[src/rtl/thunderbird_pkg.sv]
// Shared types and constants for the Thunderbird tail-light sequencer:
// state encoding, lamp bit positions and the lamp pattern of every state.
package thunderbird_pkg;

  typedef enum logic [2:0] {
    ST_IDLE = 3'd0,
    ST_L1   = 3'd1,
    ST_L2   = 3'd2,
    ST_L3   = 3'd3,
    ST_R1   = 3'd4,
    ST_R2   = 3'd5,
    ST_R3   = 3'd6,
    ST_HAZ  = 3'd7
  } state_t;

  // Lamp bit positions; LA and RA are the innermost lamps.
  localparam int LAMP_RC = 0;
  localparam int LAMP_RB = 1;
  localparam int LAMP_RA = 2;
  localparam int LAMP_LA = 3;
  localparam int LAMP_LB = 4;
  localparam int LAMP_LC = 5;

  localparam logic [5:0] PAT_IDLE = 6'b000000;
  localparam logic [5:0] PAT_L1   = 6'b001000;
  localparam logic [5:0] PAT_L2   = 6'b011000;
  localparam logic [5:0] PAT_L3   = 6'b111000;
  localparam logic [5:0] PAT_R1   = 6'b000100;
  localparam logic [5:0] PAT_R2   = 6'b000110;
  localparam logic [5:0] PAT_R3   = 6'b000111;
  localparam logic [5:0] PAT_HAZ  = 6'b111111;

  function automatic logic [5:0] lamp_pattern(input state_t s);
    case (s)
      ST_L1:   return PAT_L1;
      ST_L2:   return PAT_L2;
      ST_L3:   return PAT_L3;
      ST_R1:   return PAT_R1;
      ST_R2:   return PAT_R2;
      ST_R3:   return PAT_R3;
      ST_HAZ:  return PAT_HAZ;
      default: return PAT_IDLE;
    endcase
  endfunction

endpackage

[src/rtl/thunderbird_tick_gen.sv]
// Step prescaler: free-running 0..TICK_DIV-1 counter with a strobe in the
// last count. With TICK_DIV=1 the strobe is permanently high.
module thunderbird_tick_gen #(
  parameter int TICK_DIV = 50_000_000,
  parameter int CNT_W    = $clog2(TICK_DIV + 1)
) (
  input  logic clk,
  input  logic rst_n,
  output logic tick
);

  localparam logic [CNT_W-1:0] LAST = CNT_W'(TICK_DIV - 1);

  logic [CNT_W-1:0] r_cnt;
  logic             w_last;

  assign w_last = (r_cnt == LAST);
  assign tick   = w_last;

  always_ff @(posedge clk or negedge rst_n) begin
    if (!rst_n) begin
      r_cnt <= '0;
    end else if (w_last) begin
      r_cnt <= '0;
    end else begin
      r_cnt <= r_cnt + 1'b1;
    end
  end

endmodule

[src/rtl/thunderbird_seq_ctrl.sv]
// Thunderbird tail-light sequencer: synchronizes the three switch requests,
// arbitrates them and walks the lamp FSM one step per prescaler tick.
module thunderbird_seq_ctrl
  import thunderbird_pkg::*;
#(
  parameter int TICK_DIV = 50_000_000,
  parameter int CNT_W    = $clog2(TICK_DIV + 1)
) (
  input  logic       clk,
  input  logic       rst_n,
  input  logic       req_left,
  input  logic       req_right,
  input  logic       req_haz,
  output logic [5:0] lamps,
  output logic       active,
  output logic       tick,
  output logic [2:0] dbg_state
);

  // Synchronizer bit order: {haz, right, left}.
  logic [2:0] r_sync1;
  logic [2:0] r_sync2;
  logic       w_left_s;
  logic       w_right_s;
  logic       w_haz_eff;
  logic       w_tick;
  state_t     r_state;
  state_t     w_state_nxt;
  logic [5:0] r_lamps;
  logic       r_active;

  thunderbird_tick_gen #(
    .TICK_DIV(TICK_DIV),
    .CNT_W   (CNT_W)
  ) u_tick_gen (
    .clk  (clk),
    .rst_n(rst_n),
    .tick (w_tick)
  );

  always_ff @(posedge clk or negedge rst_n) begin
    if (!rst_n) begin
      r_sync1 <= '0;
      r_sync2 <= '0;
    end else begin
      r_sync1 <= {req_haz, req_right, req_left};
      r_sync2 <= r_sync1;
    end
  end

  assign w_left_s  = r_sync2[0];
  assign w_right_s = r_sync2[1];
  // Both turn switches at once behave exactly like the hazard switch.
  assign w_haz_eff = r_sync2[2] | (w_left_s & w_right_s);

  always_ff @(posedge clk or negedge rst_n) begin
    if (!rst_n) begin
      r_state <= ST_IDLE;
    end else begin
      r_state <= w_state_nxt;
    end
  end

  always_comb begin
    w_state_nxt = r_state;
    if (w_tick) begin
      if (r_state != ST_HAZ && w_haz_eff) begin
        w_state_nxt = ST_HAZ;
      end else begin
        case (r_state)
          ST_IDLE: begin
            if (w_left_s)       w_state_nxt = ST_L1;
            else if (w_right_s) w_state_nxt = ST_R1;
            else                w_state_nxt = ST_IDLE;
          end
          ST_L1:   w_state_nxt = w_left_s  ? ST_L2 : ST_IDLE;
          ST_L2:   w_state_nxt = w_left_s  ? ST_L3 : ST_IDLE;
          ST_R1:   w_state_nxt = w_right_s ? ST_R2 : ST_IDLE;
          ST_R2:   w_state_nxt = w_right_s ? ST_R3 : ST_IDLE;
          // L3, R3 and HAZ always fall back to a dark IDLE step.
          default: w_state_nxt = ST_IDLE;
        endcase
      end
    end
  end

  // Outputs come from the next-state decode so they change with the state.
  always_ff @(posedge clk or negedge rst_n) begin
    if (!rst_n) begin
      r_lamps  <= PAT_IDLE;
      r_active <= 1'b0;
    end else begin
      r_lamps  <= lamp_pattern(w_state_nxt);
      r_active <= (w_state_nxt != ST_IDLE);
    end
  end

  assign lamps     = r_lamps;
  assign active    = r_active;
  assign tick      = w_tick;
  assign dbg_state = r_state;

endmodule

[config.mk]
export PLATFORM = sky130hd
export DESIGN_NAME = thunderbird_seq_ctrl
export DESIGN_NICKNAME = d
export VERILOG_FILES = /design/src/rtl/thunderbird_pkg.sv /design/src/rtl/thunderbird_tick_gen.sv /design/src/rtl/thunderbird_seq_ctrl.sv
export SDC_FILE = /design/constraint.sdc
export NUM_CORES = 1
export LEC_CHECK = 0
export BUFFER_PORTS_ARGS = -buffer_cell sky130_fd_sc_hd__buf_2
export CAP_MARGIN = 0
export CORE_MARGIN = 4
export CORE_UTILIZATION = 50
export CTS_BUF_LIST = sky130_fd_sc_hd__clkbuf_4 sky130_fd_sc_hd__clkbuf_8 sky130_fd_sc_hd__clkbuf_16
export DETAILED_ROUTE_END_ITERATION = 7
export PLACE_DENSITY = 0.77
export SETUP_SLACK_MARGIN = 0.1
export SYNTH_ARGS = -nofsm -noshare
export SYNTH_HDL_FRONTEND = slang
export SYNTH_SLANG_ARGS = --single-unit
[constraint.sdc]
create_clock -name clk -period 7.3 [get_ports clk]
set_input_delay 0.73 -clock clk [delete_from_list [all_inputs] [get_ports clk]]
set_output_delay 0.73 -clock clk [all_outputs]
set_load 0.01 [all_outputs]
Word level (Yosys, flattened, before mapping)
Index checks and enable logic that the tools add are counted.
- reduce and logical (&&, ||, !) cells: 3
- div/mod/pow operators: 0
- muxes and demuxes: 11
- add/subtract/negate cells: 1
- shift operators: 0
- bitwise gates (word level): 2
- $mul: 0
- magnitude comparators: 0
- equality and inequality tests: 13
- operator list (cell ; count):
    $pmux W6 S7 ; 1
    $add A26 B1 Y26 const B ; 1
    $eq A26 B26 Y1 const B ; 1
    $mux W26 ; 1
    $eq A3 B3 Y1 const B ; 6
    $mux W3 ; 6
    $pmux W3 S5 ; 1
    $eq A3 B2 Y1 const B ; 3
    $eq A3 B1 Y1 const B ; 2
    $mux W2 ; 2
    $logic_not A3 Y1 ; 1
    $ne A3 B3 Y1 const B ; 1
    $reduce_bool A3 Y1 ; 1
    $and A1 B1 Y1 ; 1
    $logic_and A1 B1 Y1 ; 1
    $or A1 B1 Y1 ; 1
- memory bits (writable): 0
- memory bits (read-only): 0
- bits in latches: 0
- bits in registers: 42
- output and inout port bits: 11
- bits of input ports: 5
- memories kept: 0
- word-level logic and storage cells: 36

Logic depth before layout (Yosys ltp)
- depth in word-level cells: 7
- mapped depth: 9
- gate-level depth less buffers: 7

Modules after synthesis
Synthesis repeated with hierarchy kept, for this count alone.
- cells, all modules: 186
- area total of the unflattened synthesis: 2010.7 µm²
- by module, submodules not included (module ; instances ; seq. area each (µm²) ; area each (µm²) ; cells an instance):
    thunderbird_tick_gen ; 1 ; 650.6 ; 1337.5 ; 134
    thunderbird_seq_ctrl ; 1 ; 400.4 ; 673.1 ; 52

Least setup slack after synthesis
No wires, ideal clock.
- path kind: register -> output
- start point: register u_tick_gen.r_cnt[0]
- end point: output port tick
- arrival time: 1.695 ns
- required time: 6.570 ns
- stages on the path, launching flop included: 8
- setup slack: 4.875 ns
- buffers on the path: 3
- cells stage by stage: dfrtp_1 > ha_1 > and3_1 > clkbuf_1 > nand3_1 > nor4_4 > buf_6 > buf_2
- longest elaborated chain between the ends: 1
- ends and longest elaborated chain (item ; RTL line ; text):
    from (decl) ; thunderbird_tick_gen.sv:14 ; logic [CNT_W-1:0] r_cnt;
    from (signal assigned) ; thunderbird_tick_gen.sv:26 ; r_cnt <= r_cnt + 1'b1;
    $eq A26 B26 Y1 ; thunderbird_tick_gen.sv:17 ; assign w_last = (r_cnt == LAST);
    to (decl) ; thunderbird_seq_ctrl.sv:16 ; output logic tick,
Every way passes these cells.

Worst setup path after layout
Ends and elaborated chain as after synthesis.

==> impl_results.md <==
- Vias: between 1,000 and 1,500
- TritonCTS clock tree: done
- Final setup viols: 0
- Clk buf depth: 2
- First-pass GRT wire length: ~5.6 mm
- Initial antenna violation count: 0
- Share of power burned in combinational logic: 0.017
- Clock power frac: 0.431
- Area contributors post-synth: dfrtp_1, xnor2_1, xor2_1, nor2_1, nand3_1
- Hold wc startpoint: r_sync1[1]
- Height of the die: about 69 um
- Fin Setup TNS: 0 ps
- Yosys reg bits: between 40 and 50
- # rows: 21
- Max-cap viol count: 0
- Cell with the most instances after synthesis: dfrtp_1
- Hold Path Cell Cnt: 0
- Core Footprint: about 3400 sq um
- Post-Layout Cell Count: roughly 240
- Largest net degree at the start of global routing: 43
- EDFF count, synth: 0
- Synth Instances: 169
- Leak Pwr: 0.956 nW
- R2R Setup Slk: between 4000 and 5000 ps
- Die extent in x: 68.5 um
- Routed WL: between 3 and 4 mm
- Yosys warns: 0
- Crit path arrival time: 2210 ps
- Measured slew at the worst slew-check pin: slightly below 900 ps
- Worst path max stage delay: 390 ps
- Final min period: roughly 3000 ps
- Slowest CP cell: dfrtp_1
- GRT overflow: 0
- RSZ-0062 raised after global routing: no
- PortBufs: 15
- Reg2Reg Capture Point: lamps[3]
- Ports: 16
- Vias in the first global route: around 1,200
- Gpl congestion: between 0.8 and 0.9
- Syn Std Cell Area: roughly 1800 sq um
- Run status: finished, final reports clean
- Final Hold Viols: 0
- Cell Int Power: ~0.34 mW
- Antenna Nets Post-Route: 0
- Clock-pin slew on the worst setup and hold paths: roughly 80 ps
- TritonCTS Sinks: 42
- Crit path max-delay family: simple AND/OR/NAND/NOR gates
- Placed insts: between 200 and 250
- Number of setup buffers added after CTS: 0
- Synth unique cells: 29
- DR WL/cell: approximately 14 um
- Worst-skew pair later-pin latency: roughly 300 ps
- Buf/Inv on CP: 2
- CTS Buf Count: 5
- CTS hold repair buffers: 0
- Drt initial violations: 57
- Fill cell count: ~280
- CP Data Required Time: about 6600 ps
- Detailed Place HPWL: about 2.3 mm
- Worst Hold Path EP: r_sync2[1]
- Post-synth top area share: 0.574
- DR vias/cell: between 5 and 6
- Pwr dens: between 200 and 250 nW/um^2
- Worst slew margin: 0.422
- Top FF cell, synth: dfrtp_1
- Total GRT Usage: 0.163
- Switch share: 0.208
- Layout Area Growth over Synthesis: 12.6%
- List of most frequent post-synthesis cells: dfrtp_1, nor2_1, nand2_1
- Worst path cell trace: ha_1, and3_1, nand3_1, nor4_4, buf_4, buf_2
- Syn Nets: between 150 and 200
- Hold crit path type: register to register
- Initial Util: 0.532
- Share of layout cells above drive strength 1: 0.159
- Worst setup path category: register to output pin
- Share of the yosys chip area belonging to registers: 0.574
- Seq pwr share: 0.552
- FMAX: roughly 0.34 GHz
- Reg2reg path depth: 8
- Yosys top cell by area: dfrtp_1
- RR Startpoint: u_tick_gen.r_cnt[0]
- Clock Skew: ~4.7 ps
- Ys async rst share: 1.00
- Worst setup path start: u_tick_gen.r_cnt[0]
- CTS H-tree lvls: 2
- Worst setup SP type: register
- Nets: ~190
- CP endpoint kind: output pin
- Root Driver: clkbuf_8
- Psw: 0.0886 mW
- Final Max Tran Viols: 0
- Syn avg cell area: 10.8 sq um
- Crit share post-route: 0.403
- Worst vdd ir: around 140 uV
- Die area: between 4000 and 5000 sq um
- Antenna cells: 0
- First-pass DRT Iterations: 4
- DRC viols: 0
- Post_cts resized: 0
- CP Max Fanout: 16
==> routing by layer <==
layer,up-vias,routed length (um),track usage
li1,618,-,-
met4,0,59,0.0769
met1,615,1460,0.212
met2,31,1520,0.254
met5,-,0,0
met3,6,166,0.0454
==> metrics by stage <==
stage,area [sq um],util,setup slack [ps],hold slack (ps),total power [mW]
after global routing,2060,0.599,4200,370,0.442
after detailed placement,1950,0.566,4570,337,0.248
after global placement,1950,0.566,4740,332,0.247
after CTS,2060,0.599,4350,356,0.430
after floorplan,1830,-,4870,331,0.242
final,2060,0.599,4360,353,0.426
==> placed cells by master (no fill, tap or decap), drive strengths merged, types with 6 or more instances in the layout <==
master  Yosys  layout
dfrtp      42      42
nor2       20      20
buf         2      16
nand2      14      14
nand3      12      12
xnor2      11      11
xor2       10      10
a21oi       9       9
o21ai       6       6
inv         6       6
nor4        6       6
==> registers in the layout, summed over array words and instances, names as in the netlist <==
name,cells
u_tick_gen.r_cnt,26
lamps,6
dbg_state,3
r_sync1,3
r_sync2,3
active,1
==> cells by family (layout without fill, tap and decap cells) <==
kind of cell,after synthesis,after routing,synth area share
DFF,42,42,0.574
buffers and inverters,10,30,0.0253
muxes,4,4,0.0239
adders and majority gates,2,2,0.0130
xor gates and xnor gates,21,21,0.100
and+or+nand+nor,73,73,0.213
AOI/OAI and AO/OA,17,17,0.0505
==> layout make-up <==
class / count / area, sq um / area share
clock inverter: 3 / 45.0 / 0.0218
inverter: 6 / 22.5 / 0.0109
tap: 46 / 57.6 / 0.0279
multi-input combinational: 117 / 734 / 0.356
sequential: 42 / 1050 / 0.510
timing repair buffer: 16 / 82.6 / 0.0400
clock buffer: 5 / 68.8 / 0.0334
==> power groups by stage <==
stage	combinational (mW)	clock, mW	sequential (mW)
after CTS	0.00778	0.187	0.235
final	0.00735	0.184	0.235
after global placement	0.00728	0	0.240
after detailed placement	0.00771	0	0.240
after floorplan	0.00191	0	0.240
after global routing	0.00880	0.198	0.236
==> worst max-delay path by stage <==
| stage | slack (ps) | to | depth (start not counted) |
|---|---|---|---|
| after floorplan | 4870 | tick | 7 |
| after global placement | 4740 | lamps[3] | 7 |
| after detailed placement | 4570 | lamps[3] | 8 |
| after CTS | 4350 | tick | 6 |
| after global routing | 4200 | tick | 6 |
| final | 4360 | tick | 6 |
(Power assumes the default switching activity.)
